--- config.mk ---
export PLATFORM = sky130hd
export DESIGN_NAME = jtkiwi_shram_arb_flat
export DESIGN_NICKNAME = d
export VERILOG_FILES = /design/src/rtl/jtkiwi_shram_arb_if.sv /design/src/rtl/jtkiwi_shram_arb.sv /design/src/flat_wrapper.sv
export SDC_FILE = /design/constraint.sdc
export NUM_CORES = 1
export LEC_CHECK = 0
export ABC_AREA = 1
export CORE_MARGIN = 2
export CORE_UTILIZATION = 36
export CTS_CLUSTER_DIAMETER = 40
export DETAILED_ROUTE_END_ITERATION = 10
export PLACE_DENSITY = 0.7
export SLEW_MARGIN = 40
export SYNTH_ARGS = -nofsm -noshare
export SYNTH_HDL_FRONTEND = slang
export SYNTH_SLANG_ARGS = --single-unit
--- constraint.sdc ---
create_clock -name clk -period 3.75 [get_ports clk]
set_input_delay 1.125 -clock clk [delete_from_list [all_inputs] [get_ports clk]]
set_output_delay 1.125 -clock clk [all_outputs]
set_load 0.02 [all_outputs]
--- src/rtl/jtkiwi_shram_arb_if.sv ---
// Shared-RAM arbiter bus: two CPU request ports plus the single-port RAM side.
interface jtkiwi_shram_arb_if #(
  parameter int unsigned AW = 13,
  parameter int unsigned DW = 8
);
  logic          main_cs;
  logic          main_we;
  logic [AW-1:0] main_addr;
  logic [DW-1:0] main_din;
  logic [DW-1:0] main_dout;
  logic          main_ok;
  logic          main_wait;

  logic          sub_cs;
  logic          sub_we;
  logic [AW-1:0] sub_addr;
  logic [DW-1:0] sub_din;
  logic [DW-1:0] sub_dout;
  logic          sub_ok;
  logic          sub_wait;

  logic [AW-1:0] ram_addr;
  logic [DW-1:0] ram_din;
  logic          ram_we;
  logic [DW-1:0] ram_dout;

  modport slave (
    input  main_cs, main_we, main_addr, main_din,
    output main_dout, main_ok, main_wait,
    input  sub_cs, sub_we, sub_addr, sub_din,
    output sub_dout, sub_ok, sub_wait,
    output ram_addr, ram_din, ram_we,
    input  ram_dout
  );

  modport master (
    output main_cs, main_we, main_addr, main_din,
    input  main_dout, main_ok, main_wait,
    output sub_cs, sub_we, sub_addr, sub_din,
    input  sub_dout, sub_ok, sub_wait,
    input  ram_addr, ram_din, ram_we,
    output ram_dout
  );
endinterface

--- src/rtl/jtkiwi_shram_arb.sv ---
// Round-robin arbiter sharing the single-port 8 kB RAM between main and sub CPUs.
// Each access takes IDLE -> ACC -> LAT -> ACK; a held-high cs yields exactly one access.
module jtkiwi_shram_arb #(
  parameter int unsigned AW = 13,
  parameter int unsigned DW = 8
) (
  input  logic                clk,
  input  logic                rst,
  jtkiwi_shram_arb_if.slave   bus
);
  localparam logic [1:0] IDLE = 2'd0;
  localparam logic [1:0] ACC  = 2'd1;
  localparam logic [1:0] LAT  = 2'd2;
  localparam logic [1:0] ACK  = 2'd3;

  localparam logic PORT_MAIN = 1'b0;
  localparam logic PORT_SUB  = 1'b1;

  logic [1:0]    state, state_nxt;
  logic          gnt, gnt_nxt;
  logic          last, last_nxt;
  logic          req_we, req_we_nxt;
  logic          main_served, main_served_nxt;
  logic          sub_served, sub_served_nxt;
  logic [AW-1:0] ram_addr, ram_addr_nxt;
  logic [DW-1:0] ram_din, ram_din_nxt;
  logic          ram_we, ram_we_nxt;
  logic [DW-1:0] main_dout, main_dout_nxt;
  logic [DW-1:0] sub_dout, sub_dout_nxt;
  logic          main_ok, main_ok_nxt;
  logic          sub_ok, sub_ok_nxt;
  logic          main_pend, sub_pend, grant_sub;

  // Next-state, grant decision and registered-output staging
  always_comb begin
    state_nxt     = state;
    gnt_nxt       = gnt;
    last_nxt      = last;
    req_we_nxt    = req_we;
    ram_addr_nxt  = ram_addr;
    ram_din_nxt   = ram_din;
    ram_we_nxt    = 1'b0;
    main_dout_nxt = main_dout;
    sub_dout_nxt  = sub_dout;
    main_ok_nxt   = 1'b0;
    sub_ok_nxt    = 1'b0;
    grant_sub     = 1'b0;

    main_pend = bus.main_cs & ~main_served;
    sub_pend  = bus.sub_cs  & ~sub_served;

    // served latches at the end of the port's own ACK and only survives while cs stays high
    main_served_nxt = bus.main_cs & (main_served | ((state == ACK) && (gnt == PORT_MAIN)));
    sub_served_nxt  = bus.sub_cs  & (sub_served  | ((state == ACK) && (gnt == PORT_SUB)));

    case (state)
      IDLE: begin
        if (main_pend | sub_pend) begin
          grant_sub = sub_pend & (~main_pend | (last == PORT_MAIN));
          if (main_pend & sub_pend) last_nxt = grant_sub;
          gnt_nxt      = grant_sub;
          req_we_nxt   = grant_sub ? bus.sub_we   : bus.main_we;
          ram_addr_nxt = grant_sub ? bus.sub_addr : bus.main_addr;
          ram_din_nxt  = grant_sub ? bus.sub_din  : bus.main_din;
          ram_we_nxt   = grant_sub ? bus.sub_we   : bus.main_we;
          state_nxt    = ACC;
        end
      end
      ACC: state_nxt = LAT;
      LAT: begin
        if (!req_we) begin
          if (gnt == PORT_SUB) sub_dout_nxt  = bus.ram_dout;
          else                 main_dout_nxt = bus.ram_dout;
        end
        if (gnt == PORT_SUB) sub_ok_nxt  = 1'b1;
        else                 main_ok_nxt = 1'b1;
        state_nxt = ACK;
      end
      ACK:     state_nxt = IDLE;
      default: state_nxt = IDLE;
    endcase
  end

  always_ff @(posedge clk or posedge rst) begin
    if (rst) begin
      state       <= IDLE;
      gnt         <= PORT_MAIN;
      last        <= PORT_SUB;
      req_we      <= 1'b0;
      main_served <= 1'b0;
      sub_served  <= 1'b0;
      ram_addr    <= '0;
      ram_din     <= '0;
      ram_we      <= 1'b0;
      main_dout   <= '0;
      sub_dout    <= '0;
      main_ok     <= 1'b0;
      sub_ok      <= 1'b0;
    end else begin
      state       <= state_nxt;
      gnt         <= gnt_nxt;
      last        <= last_nxt;
      req_we      <= req_we_nxt;
      main_served <= main_served_nxt;
      sub_served  <= sub_served_nxt;
      ram_addr    <= ram_addr_nxt;
      ram_din     <= ram_din_nxt;
      ram_we      <= ram_we_nxt;
      main_dout   <= main_dout_nxt;
      sub_dout    <= sub_dout_nxt;
      main_ok     <= main_ok_nxt;
      sub_ok      <= sub_ok_nxt;
    end
  end

  assign bus.ram_addr  = ram_addr;
  assign bus.ram_din   = ram_din;
  assign bus.ram_we    = ram_we;
  assign bus.main_dout = main_dout;
  assign bus.sub_dout  = sub_dout;
  assign bus.main_ok   = main_ok;
  assign bus.sub_ok    = sub_ok;
  assign bus.main_wait = bus.main_cs & ~main_served & ~main_ok;
  assign bus.sub_wait  = bus.sub_cs  & ~sub_served  & ~sub_ok;
endmodule

--- src/flat_wrapper.sv ---
// flat-port wrapper written by rule: the top's interface ports become plain ports
module jtkiwi_shram_arb_flat 
#(
  parameter int unsigned AW = 13,
  parameter int unsigned DW = 8
)
  (clk, rst, bus_main_cs, bus_main_we, bus_main_addr, bus_main_din, bus_main_dout, bus_main_ok, bus_main_wait, bus_sub_cs, bus_sub_we, bus_sub_addr, bus_sub_din, bus_sub_dout, bus_sub_ok, bus_sub_wait, bus_ram_addr, bus_ram_din, bus_ram_we, bus_ram_dout);
  jtkiwi_shram_arb_if #(.AW(AW), .DW(DW)) bus_i ();
  input  logic clk;
  input  logic rst;
  input wire logic [$bits(bus_i.main_cs)-1:0] bus_main_cs;
  input wire logic [$bits(bus_i.main_we)-1:0] bus_main_we;
  input wire logic [$bits(bus_i.main_addr)-1:0] bus_main_addr;
  input wire logic [$bits(bus_i.main_din)-1:0] bus_main_din;
  output wire logic [$bits(bus_i.main_dout)-1:0] bus_main_dout;
  output wire logic [$bits(bus_i.main_ok)-1:0] bus_main_ok;
  output wire logic [$bits(bus_i.main_wait)-1:0] bus_main_wait;
  input wire logic [$bits(bus_i.sub_cs)-1:0] bus_sub_cs;
  input wire logic [$bits(bus_i.sub_we)-1:0] bus_sub_we;
  input wire logic [$bits(bus_i.sub_addr)-1:0] bus_sub_addr;
  input wire logic [$bits(bus_i.sub_din)-1:0] bus_sub_din;
  output wire logic [$bits(bus_i.sub_dout)-1:0] bus_sub_dout;
  output wire logic [$bits(bus_i.sub_ok)-1:0] bus_sub_ok;
  output wire logic [$bits(bus_i.sub_wait)-1:0] bus_sub_wait;
  output wire logic [$bits(bus_i.ram_addr)-1:0] bus_ram_addr;
  output wire logic [$bits(bus_i.ram_din)-1:0] bus_ram_din;
  output wire logic [$bits(bus_i.ram_we)-1:0] bus_ram_we;
  input wire logic [$bits(bus_i.ram_dout)-1:0] bus_ram_dout;
  assign bus_i.main_cs = bus_main_cs;
  assign bus_i.main_we = bus_main_we;
  assign bus_i.main_addr = bus_main_addr;
  assign bus_i.main_din = bus_main_din;
  assign bus_main_dout = bus_i.main_dout;
  assign bus_main_ok = bus_i.main_ok;
  assign bus_main_wait = bus_i.main_wait;
  assign bus_i.sub_cs = bus_sub_cs;
  assign bus_i.sub_we = bus_sub_we;
  assign bus_i.sub_addr = bus_sub_addr;
  assign bus_i.sub_din = bus_sub_din;
  assign bus_sub_dout = bus_i.sub_dout;
  assign bus_sub_ok = bus_i.sub_ok;
  assign bus_sub_wait = bus_i.sub_wait;
  assign bus_ram_addr = bus_i.ram_addr;
  assign bus_ram_din = bus_i.ram_din;
  assign bus_ram_we = bus_i.ram_we;
  assign bus_i.ram_dout = bus_ram_dout;
  jtkiwi_shram_arb #(.AW(AW), .DW(DW)) u_core (.clk(clk), .rst(rst), .bus(bus_i));
endmodule
* Word level (Yosys, flattened, before mapping)
Index checks and enable logic that the tools add are counted.
** Cells by class
- Equal/unequal tests :: 4
- Multiplexer cells :: 11
- Bitwise operators :: 20
- Reduce and logical (&&, ||, !) cells :: 7
** Operators by type and width (number)
- 13-bit 2-to-1 mux :: 1
- 3-bit AND reduction :: 3
- 1-bit bitwise AND :: 8
- 8-bit 2-to-1 mux :: 1
- 1-bit inverter :: 8
- 2-bit case mux with 4 select lines :: 1
- 1-bit 2-to-1 mux :: 7
- 2-bit == test (second input constant) :: 2
- 1-bit OR :: 4
- 2-bit by 1-bit == test with 1-bit output (second input constant) :: 1
- 1-bit logical AND :: 2
- 2-bit zero test :: 1
- 2-bit 2-to-1 mux :: 1
- 2-bit by 1-bit != test with 1-bit output (second input constant) :: 1
- 2-bit AND reduction :: 1
** Word-level totals
- Register bits :: 47
- Bits of input ports :: 56
- Output and inout bits :: 42
- Word-level logic and storage cells :: 55

* Depth between registers and ports, before layout
Gate-level depths: netlist of run 1.
- Depth in word-level cells :: 8
- Mapped depth :: 8
- Mapped depth without buffers :: 7

* Worst setup path before layout of run 1
Ideal clock, no wire load.
- Path type :: input port to output port
- From :: in bus_main_cs
- To :: out bus_main_wait
- Arrival :: 1461 ps
- Data required time :: 2625 ps
- Path slack :: 1164 ps
- Stages :: 2
- Buffers on the path :: 0
- Cells stage by stage :: nand2_1 -> nor2_1
** Between the ends
- Cells in the longest elaborated chain, start to end :: 2
** RTL lines
- start, declared :: line flat_wrapper.sv:11 : input wire logic [$bits(bus_i.main_cs)-1:0] bus_main_cs;
- 1-bit bitwise AND (2 in a row) :: line jtkiwi_shram_arb.sv:123 : assign bus.main_wait = bus.main_cs & ~main_served & ~main_ok;
- end, declared :: line flat_wrapper.sv:17 : output wire logic [$bits(bus_i.main_wait)-1:0] bus_main_wait;
No other way between the ends.

* Worst setup path in the final report of run 1
Same ends and word-level chain as after synthesis.

==> impl_metrics.py, run 1 <==
metrics = {
    "status": {
        "outcome": "finished, final reports clean",
    },
    "clock_network": {
        "cts_sinks": 47,
        "post_cts_resized": 0,
        "clock_slew_seen_by_the_registers_of_the_worst_setup_and_hold_paths_ps": 80,
        "cts.path.max_buffers": 2,
        "cts_hold_buf": 0,
        "clock_latency_ps": 290,
        "cts_buffers": 5,
        "cts_root_buffer": "sky130_fd_sc_hd__clkbuf_8",
        "cts_htree_levels": 2,
        "cts_setup_buffers": 0,
        "cts_tree": "yes",
    },
    "timing": {
        "clock_skew_ps": 6.43,
        "report.final.hold_viol_count": 0,
        "tightest_slew_ps": 701,
        "setup-violations-final": 0,
        "grt_setup_unrepaired": "false",
        "period_share_pct": 94.8,
        "slew_headroom_pct": 53.3,
        "fmaxAchievable_mhz": 281,
        "finalCriticalPeriod_ps": 3550,
        "whs_ps": 480,
        "fin_setup_tns_ps": 0,
        "report.final.slew_viol_count": 0,
    },
    "yosys": {
        "syn-cell-area_um2": 2310,
        "synth_cell_types": 21,
        "ys_dominant_reg_cell": "sky130_fd_sc_hd__dfrtp_1",
        "synth-warning-count": 0,
        "netlist_instances": 297,
        "synth_seq_area_share_pct": 50.9,
        "synth-seq-cells": 47,
        "post_synth.cell_area_avg_um2": 7.79,
        "synth.net_count": 356,
        "synth-async-reset-ratio_pct": 100,
        "synth_edf_count": 0,
    },
    "die": {
        "die_area_um2": 7080,
        "placeable_core_region_um2": 6280,
        "die_height_um": 84.2,
        "placementRows": 29,
        "top_level_ports": 98,
        "fp.dieW_um": 84.2,
        "floorplan.initialDensity_pct": 36.9,
    },
    "critical_path": {
        "crit_path_max_fanout": 4,
        "worst-path-stages": 4,
        "worstPathCellList": "clkdlybuf4s50_1 > nand2_1 > nor2_1 > clkdlybuf4s50_1",
        "regToRegSetupSlack_ps": 2140,
        "critical-path-slowest-cell": "sky130_fd_sc_hd__clkdlybuf4s50_1",
        "worst_r2r_path_depth": 6,
        "critPathLaunchType": "primary input",
        "critical_path_class": "primary input to output pin",
        "crit_path_frequent_cell": "sky130_fd_sc_hd__clkdlybuf4s50_1",
        "crit_family": "buffers and inverters",
        "arrival_worst_endpoint_ps": 2430,
        "critical_path_required_ps": 2620,
        "end_kind": "output pin",
        "critical-path-max-stage-delay_ps": 600,
        "critical_path_buf_inv_count": 2,
    },
    "drt": {
        "ant_nets": 0,
        "wire_per_inst_um": 11.4,
        "vias": 2105,
        "detail_route.iter0.violations": 75,
        "detail_route.wirelength_um": 5330,
        "remaining_drc_errors": 0,
        "first_pass_iters": 4,
        "route.detailed.vias_per_inst": 4.49,
    },
    "global_routing": {
        "number_of_antenna_violations_at_the_first_check_in_global_routing": 0,
        "grt_pass1_vias": 2033,
        "grt_pass1_wl_um": 9230,
        "grt.total_usage_pct": 15.8,
        "grt_max_degree": 48,
        "globalRouteOverflowTotal": 0,
    },
    "place": {
        "dp_hpwl_um": 3780,
        "gpl_wtd_cong": 0.715,
        "place_area_um2": 3320,
        "port_buffers": 97,
    },
    "final_layout": {
        "commonest_non_fill_non_tap_cell_in_the_layout": "sky130_fd_sc_hd__clkdlybuf4s50_1",
        "layout-drive-gt1-share_pct": 7.14,
        "num-nets-final": 450,
        "diodes": 0,
        "synthToLayoutAreaGrowth_pct": 47.4,
        "mostFrequentLayoutCells": "sky130_fd_sc_hd__clkdlybuf4s50_1, sky130_fd_sc_hd__nand2_1, sky130_fd_sc_hd__inv_1",
        "final_cell_area_um2": 3410,
    },
    "power_and_ir_drop": {
        "p_per_area_nw_per_um2": 754,
        "ir_drop_uv": 362,
        "power_frac_comb_pct": 53.6,
        "power.share.switching_pct": 41.5,
        "clock_power_share_pct": 11.6,
        "internal_power_consumption_mw": 1.50,
        "share_seq_of_total_power_pct": 34.8,
        "net-switching-power_mw": 1.07,
        "power_mw": 2.57,
        "p_leak_nw": 1.78,
    },
    "worst_hold_path": {
        "hold_depth": 2,
        "worstHoldPathType": "flip-flop to flip-flop",
    },
    "job": {
        "cap_violations": 0,
    },
}
cells in the mapped netlist (2+ instances only):
library cell | instances | area share (%)
sky130_fd_sc_hd__nand2_2 | 4 | 1.1
sky130_fd_sc_hd__inv_2 | 2 | 0.32
sky130_fd_sc_hd__buf_2 | 9 | 1.9
sky130_fd_sc_hd__nor2_1 | 5 | 0.81
sky130_fd_sc_hd__o21ai_2 | 8 | 3.0
sky130_fd_sc_hd__nand2_1 | 91 | 15
sky130_fd_sc_hd__o21ai_0 | 11 | 2.4
sky130_fd_sc_hd__dfrtp_1 | 46 | 50
sky130_fd_sc_hd__ha_1 | 3 | 1.6
sky130_fd_sc_hd__inv_1 | 62 | 10
sky130_fd_sc_hd__clkbuf_1 | 2 | 0.32
sky130_fd_sc_hd__nand3_1 | 45 | 9.7
worst paths after layout:
kind                                           to                  start
min reg2reg                 u_core.bus.ram_din[0]  u_core.bus.ram_din[0]
max                                 bus_main_wait            bus_main_cs
max in group asynchronous  u_core.bus.ram_addr[8]                    rst
max reg2reg                u_core.bus.sub_dout[2]        u_core.state[0]
min in group asynchronous   u_core.bus.ram_din[2]                    rst
min                         u_core.bus.ram_din[0]  u_core.bus.ram_din[0]
worst reg2reg max path, cell delays in order, from the launching register on:
cell and delay [ps]:
sky130_fd_sc_hd__dfrtp_1 360, sky130_fd_sc_hd__inv_1 70, sky130_fd_sc_hd__ha_1 220, sky130_fd_sc_hd__nand2_1 80, sky130_fd_sc_hd__or2_1 560, sky130_fd_sc_hd__nand2_1 150, sky130_fd_sc_hd__o21ai_2 90
routing by layer:
| metal | vias to the layer above | part of all wire, % | track usage [%] | wire, um |
|---|---|---|---|---|
| met2 | 62 | 49 | 27.5 | 2600 |
| met3 | 5 | 7.2 | 4.42 | 382 |
| met1 | 959 | 43 | 19.2 | 2310 |
| li1 | 1079 | - | - | - |
| met4 | 0 | 0.83 | 4.40 | 44 |
| met5 | - | 0 | 0 | 0 |
power by group through the flow:
stage          registers [mW]  logic, mW  clock network (mW)
2_1_floorplan            1.15      0.538                   0
3_3_place_gp            0.897       1.37                   0
3_5_place_dp            0.904       1.40                   0
4_1_cts                 0.898       1.40               0.315
5_1_grt                 0.931       1.51               0.336
6_report                0.895       1.38               0.299
through the flow:
stage	cells	setup slack, ps	util, %
after floorplan	297	1160	-
after global placement	461	190	52.9
after detailed placement	461	180	52.9
after CTS	469	180	54.3
after global routing	469	84.5	54.3
final	469	196	54.3
kinds of logic after synthesis:
family / after synthesis / share of synthesized area, %
AOI/OAI and AO/OA: 22 / 6.27
adders and majority gates: 3 / 1.62
buffers and inverters: 77 / 14.0
DFF: 47 / 50.9
and+or+nand+nor: 148 / 27.2
registers in the layout, summed over array words and instances (netlist names):
name	cells
u_core.state	2
u_core.sub_served	1
u_core.main_served	1
u_core.bus.ram_din	8
u_core.last	1
u_core.bus.sub_ok	1
u_core.req_we	1
u_core.gnt	1
u_core.bus.ram_addr	13
u_core.bus.main_dout	8
u_core.bus.sub_dout	8
u_core.bus.ram_we	1
u_core.bus.main_ok	1
layout make-up:
cell class / count / area (um2)
clock inverter: 3 / 20.0
inverter: 64 / 243
tap: 77 / 96.3
timing repair buffer: 100 / 993
clock buffer: 5 / 68.8
multi-input combinational: 173 / 812
sequential: 47 / 1180
fill: 621 / 2870
Note: power is estimated with default switching activity, not from simulation.
==> run 2, diff against run 1 <==
--- a/config.mk
+++ b/config.mk
@@ -12,4 +12,6 @@
 export DETAILED_ROUTE_END_ITERATION = 10
 export PLACE_DENSITY = 0.7
+export RECOVER_POWER = 100
+export SKIP_LAST_GASP = 1
 export SLEW_MARGIN = 40
 export SYNTH_ARGS = -nofsm -noshare
==> constraint.sdc (replaced) <==
create_clock -name clk -period 3.75 [get_ports clk]
set_input_delay 0.75 -clock clk [delete_from_list [all_inputs] [get_ports clk]]
set_output_delay 0.75 -clock clk [all_outputs]
set_load 0.02 [all_outputs]
==> impl_metrics.py, run 2 (synthesized netlist as in run 1, its figures left out) <==
metrics = {
    "critical_path": {
        "critical-path-slowest-cell": "sky130_fd_sc_hd__dlygate4sd3_1",
        "critical_path_required_ps": 3000,
        "arrival_worst_endpoint_ps": 2200,
        "critical-path-max-stage-delay_ps": 670,
        "regToRegSetupSlack_ps": 1840,
        "r2r_path_end": "u_core.req_we",
        "worst_r2r_path_depth": 6,
        "worstPathCellList": "dlygate4sd3_1 > nand2_1 > nor2_1 > dlygate4sd3_1",
        "regToRegStartpoint": "u_core.last",
        "crit_path_max_fanout": 4,
        "critical_path_class": "primary input to output pin",
        "end_kind": "output pin",
        "critPathLaunchType": "primary input",
        "timing.critical_path.to": "bus_main_wait",
        "crit_path_frequent_cell": "sky130_fd_sc_hd__dlygate4sd3_1",
        "timing.critical_path.from": "bus_main_cs",
    },
    "final_layout": {
        "mostFrequentLayoutCells": "sky130_fd_sc_hd__nand2_1, sky130_fd_sc_hd__inv_1, sky130_fd_sc_hd__clkdlybuf4s50_1",
        "commonest_non_fill_non_tap_cell_in_the_layout": "sky130_fd_sc_hd__nand2_1",
        "diodes": 0,
        "synthToLayoutAreaGrowth_pct": 45.6,
        "registers.top_by_ff_count": "u_core.bus.ram_addr",
        "layout-drive-gt1-share_pct": 4.60,
        "num-nets-final": 449,
        "largest_reg_flops": 13,
    },
    "die": {
        "placementRows": 29,
        "fp.dieW_um": 84.2,
        "floorplan.initialDensity_pct": 36.9,
        "die_area_um2": 7080,
        "die_height_um": 84.2,
        "top_level_ports": 98,
        "placeable_core_region_um2": 6280,
    },
    "clock_network": {
        "cts_htree_levels": 2,
        "cts_buffers": 5,
        "cts_setup_buffers": 0,
        "cts_tree": "yes",
        "cts_hold_buf": 0,
        "cts_sinks": 47,
        "cts_root_buffer": "sky130_fd_sc_hd__clkbuf_8",
        "clock_latency_ps": 290,
        "post_cts_resized": 0,
        "clock_slew_seen_by_the_registers_of_the_worst_setup_and_hold_paths_ps": 80,
        "cts.path.max_buffers": 2,
    },
    "drt": {
        "remaining_drc_errors": 0,
        "detail_route.wirelength_um": 5410,
        "route.detailed.vias_per_inst": 4.52,
        "ant_nets": 0,
        "wire_per_inst_um": 11.6,
        "first_pass_iters": 5,
        "vias": 2116,
        "detail_route.iter0.violations": 100,
    },
    "global_routing": {
        "number_of_antenna_violations_at_the_first_check_in_global_routing": 0,
        "grt_max_degree": 48,
        "grt_pass1_wl_um": 9490,
        "globalRouteOverflowTotal": 0,
        "grt.total_usage_pct": 16.3,
        "grt_pass1_vias": 2098,
    },
    "place": {
        "gpl_wtd_cong": 0.739,
        "place_worst_setup_slack_ps": 929,
        "port_buffers": 97,
        "dp_hpwl_um": 3810,
    },
    "job": {
        "cap_violations": 1,
    },
    "timing": {
        "whs_ps": 480,
        "fmaxAchievable_mhz": 339,
        "period_share_pct": 78.6,
        "finalCriticalPeriod_ps": 2950,
        "report.final.hold_viol_count": 0,
        "grt_setup_unrepaired": "false",
        "slew_headroom_pct": -35.3,
        "setup-violations-final": 0,
        "clock_skew_ps": 6.92,
        "fin_setup_tns_ps": 0,
        "layout_setup_ws_ps": 804,
        "report.final.slew_viol_count": 48,
        "tightest_slew_ps": 2020,
    },
    "status": {
        "outcome": "finished, violations left",
        "failing_checks": "capacitance limit, slew limit",
    },
    "worst_hold_path": {
        "worstHoldPathType": "flip-flop to flip-flop",
    },
    "power_and_ir_drop": {
        "p_per_area_nw_per_um2": 726,
        "p_leak_nw": 1.81,
        "ir_drop_uv": 356,
    },
}
## run 2: changes by cell type in the layout (fill, tap and decap cells not counted), moves of 7 or more
cell	delta
sky130_fd_sc_hd__o21ai_0	+7
sky130_fd_sc_hd__clkdlybuf4s50_1	-45
sky130_fd_sc_hd__dlygate4sd3_1	+45
sky130_fd_sc_hd__o21ai_2	-7
## run 2: worst min-delay path by stage
stage	startpoint	end	slack (ps)	cells after the start
6_report	u_core.bus.ram_addr[3]	u_core.bus.ram_addr[3]	480	2
3_3_place_gp	u_core.bus.ram_addr[1]	u_core.bus.ram_addr[1]	460	2
5_1_grt	u_core.bus.ram_addr[1]	u_core.bus.ram_addr[1]	510	2
2_1_floorplan	u_core.req_we	u_core.req_we	460	2
4_1_cts	u_core.bus.sub_dout[3]	u_core.bus.sub_dout[3]	490	2
3_5_place_dp	u_core.bus.sub_dout[3]	u_core.bus.sub_dout[3]	470	2
## run 2: power breakdown
| part | internal (mW) | leakage, nW | total, mW | switching [mW] |
|---|---|---|---|---|
| combinational | 0.520 | 1.19 | 1.27 | 0.749 |
| sequential | 0.757 | 0.578 | 0.888 | 0.130 |
| clock | 0.130 | 0.0412 | 0.290 | 0.159 |
| total | 1.41 | 1.81 | 2.45 | 1.04 |
## run 2: metrics by stage
| step | util [%] | area (um2) | total power [mW] | cells |
|---|---|---|---|---|
| 5_1_grt | 53.7 | 3370 | 2.66 | 468 |
| 3_5_place_dp | 52.8 | 3310 | 2.30 | 460 |
| 2_1_floorplan | - | 2310 | 1.69 | 297 |
| 3_3_place_gp | 52.8 | 3310 | 2.26 | 460 |
| 6_report | 53.7 | 3370 | 2.45 | 468 |
| 4_1_cts | 54.2 | 3400 | 2.60 | 468 |
## run 2: layout make-up
class / instances / area, um2
Fill cell: 627 / 2910
Clock buffer: 6 / 72.6
Clock inverter: 2 / 12.5
Sequential cell: 47 / 1180
Inverter: 64 / 241
Tap cell: 77 / 96.3
Timing Repair Buffer: 99 / 986
Multi-Input combinational cell: 173 / 783
## run 2: worst max-delay path: cells and delay by family
kind | cells | cell delay [ps]
buffers and inverters | 2 | 1260
AND/OR/NAND/NOR | 2 | 180
## run 2: routing by layer
layer  global-route usage [%]  routed length, um  up-vias
li1                         -                  -     1076
met4                     3.96                 23        0
met1                     20.3               2400      976
met5                        0                  0        -
met2                     28.4               2620       62
met3                     4.13                361        2
==> run 3, diff against run 2 <==
- PLACE_DENSITY: 0.7 -> 0.72
- clock period: 3.75 -> 2.5 ns (I/O delays scaled with it)
==> impl_metrics.py, run 3 (synthesized netlist as in run 1, its figures left out) <==
metrics = {
    "die": {
        "die_area_um2": 7080,
        "placementRows": 29,
        "floorplan.initialDensity_pct": 36.9,
        "placeable_core_region_um2": 6280,
        "fp.dieW_um": 84.2,
        "die_height_um": 84.2,
        "top_level_ports": 98,
    },
    "place": {
        "port_buffers": 97,
        "dp_hpwl_um": 3970,
        "post-place-cells": 462,
        "place_worst_setup_slack_ps": 194,
        "gpl_wtd_cong": 0.714,
    },
    "final_layout": {
        "largest_reg_flops": 13,
        "mostFrequentLayoutCells": "sky130_fd_sc_hd__nand2_1, sky130_fd_sc_hd__inv_1, sky130_fd_sc_hd__clkdlybuf4s50_1",
        "final_cells": 470,
        "layout-drive-gt1-share_pct": 4.83,
        "diodes": 0,
        "synthToLayoutAreaGrowth_pct": 47.4,
        "commonest_non_fill_non_tap_cell_in_the_layout": "sky130_fd_sc_hd__nand2_1",
        "registers.top_by_ff_count": "u_core.bus.ram_addr",
        "num-nets-final": 451,
    },
    "power_and_ir_drop": {
        "p_leak_nw": 1.84,
        "p_per_area_nw_per_um2": 1120,
        "ir_drop_uv": 507,
    },
    "global_routing": {
        "number_of_antenna_violations_at_the_first_check_in_global_routing": 0,
        "grt_pass1_vias": 2039,
        "grt_max_degree": 29,
        "grt.total_usage_pct": 16.0,
        "grt_pass1_wl_um": 9250,
        "globalRouteOverflowTotal": 0,
    },
    "clock_network": {
        "clock_latency_ps": 300,
        "cts.path.max_buffers": 2,
        "post_cts_resized": 0,
        "cts_hold_buf": 0,
        "cts_buffers": 5,
        "cts_htree_levels": 2,
        "clock_slew_seen_by_the_registers_of_the_worst_setup_and_hold_paths_ps": 90,
        "cts_tree": "yes",
        "cts_sinks": 47,
        "cts_root_buffer": "sky130_fd_sc_hd__clkbuf_8",
        "cts_setup_buffers": 0,
    },
    "critical_path": {
        "critical_path_class": "primary input to output pin",
        "crit_path_max_fanout": 4,
        "arrival_worst_endpoint_ps": 1860,
        "critPathLaunchType": "primary input",
        "end_kind": "output pin",
        "critical_path_required_ps": 2000,
    },
    "drt": {
        "detail_route.iter0.violations": 68,
        "first_pass_iters": 4,
        "remaining_drc_errors": 0,
        "wire_per_inst_um": 11.5,
        "vias": 2125,
        "detail_route.wirelength_um": 5390,
        "ant_nets": 0,
        "route.detailed.vias_per_inst": 4.52,
    },
    "timing": {
        "tightest_slew_ps": 835,
        "slew_headroom_pct": 44.4,
        "fin_setup_tns_ps": 0,
        "fmaxAchievable_mhz": 424,
        "clock_skew_ps": 6.00,
        "grt_setup_unrepaired": "false",
        "report.final.hold_viol_count": 0,
        "setup-violations-final": 0,
        "whs_ps": 479,
        "layout_setup_ws_ps": 139,
        "finalCriticalPeriod_ps": 2360,
        "period_share_pct": 94.4,
        "report.final.slew_viol_count": 0,
    },
    "status": {
        "outcome": "finished, final reports clean",
    },
    "worst_hold_path": {
        "worstHoldPathType": "flip-flop to flip-flop",
    },
    "job": {
        "cap_violations": 0,
    },
}
==> run 3: worst max-delay path, stage by stage <==
cell and delay (ps):
sky130_fd_sc_hd__clkdlybuf4s50_1 520, sky130_fd_sc_hd__nand2_1 100, sky130_fd_sc_hd__nor2_1 80, sky130_fd_sc_hd__dlygate4sd3_1 670
==> run 3: worst paths after layout <==
kind | start | endpoint | slack, ps | depth (start not counted)
setup / recovery | bus_main_cs | bus_main_wait | 140 | 4
setup reg to reg | u_core.state[0] | u_core.bus.sub_dout[7] | 790 | 5
hold reg to reg | u_core.bus.ram_addr[6] | u_core.bus.ram_addr[6] | 480 | 2
min in group asynchronous | rst | u_core.bus.ram_addr[10] | 760 | 2
hold / removal | u_core.bus.ram_addr[6] | u_core.bus.ram_addr[6] | 480 | 2
max in group asynchronous | rst | u_core.main_served | 610 | 3
==> run 3: layer usage <==
metal  vias to the layer above  GRT usage [%]  share of wire, %
li1                       1085              -                 -
met1                       967           19.6                43
met2                        67           27.6                49
met3                         6           5.11               7.5
met4                         0           3.81              0.78
met5                         -              0                 0
==> run 3: power by group <==
part           internal (mW)  switching [mW]  total [mW]
combinational          0.790            1.12        1.91
clock                  0.303           0.266       0.569
sequential              1.13           0.191        1.33
==> run 3: final cells by class <==
class,instances,area [um2]
inverter,64,240
timing repair buffer,101,998
clock buffer,5,68.8
multi-input combinational,173,781
clock inverter,3,47.5
tap,77,96.3
fill,608,2870
sequential,47,1180
==> run 3: stage by stage <==
stage	utilization [%]	instance area, um2	power, mW
CTS	55.1	3460	4.05
detailed placement	53.2	3340	3.46
floorplan	-	2310	2.53
global placement	53.2	3340	3.41
global route	54.3	3410	4.12
finish	54.3	3410	3.81
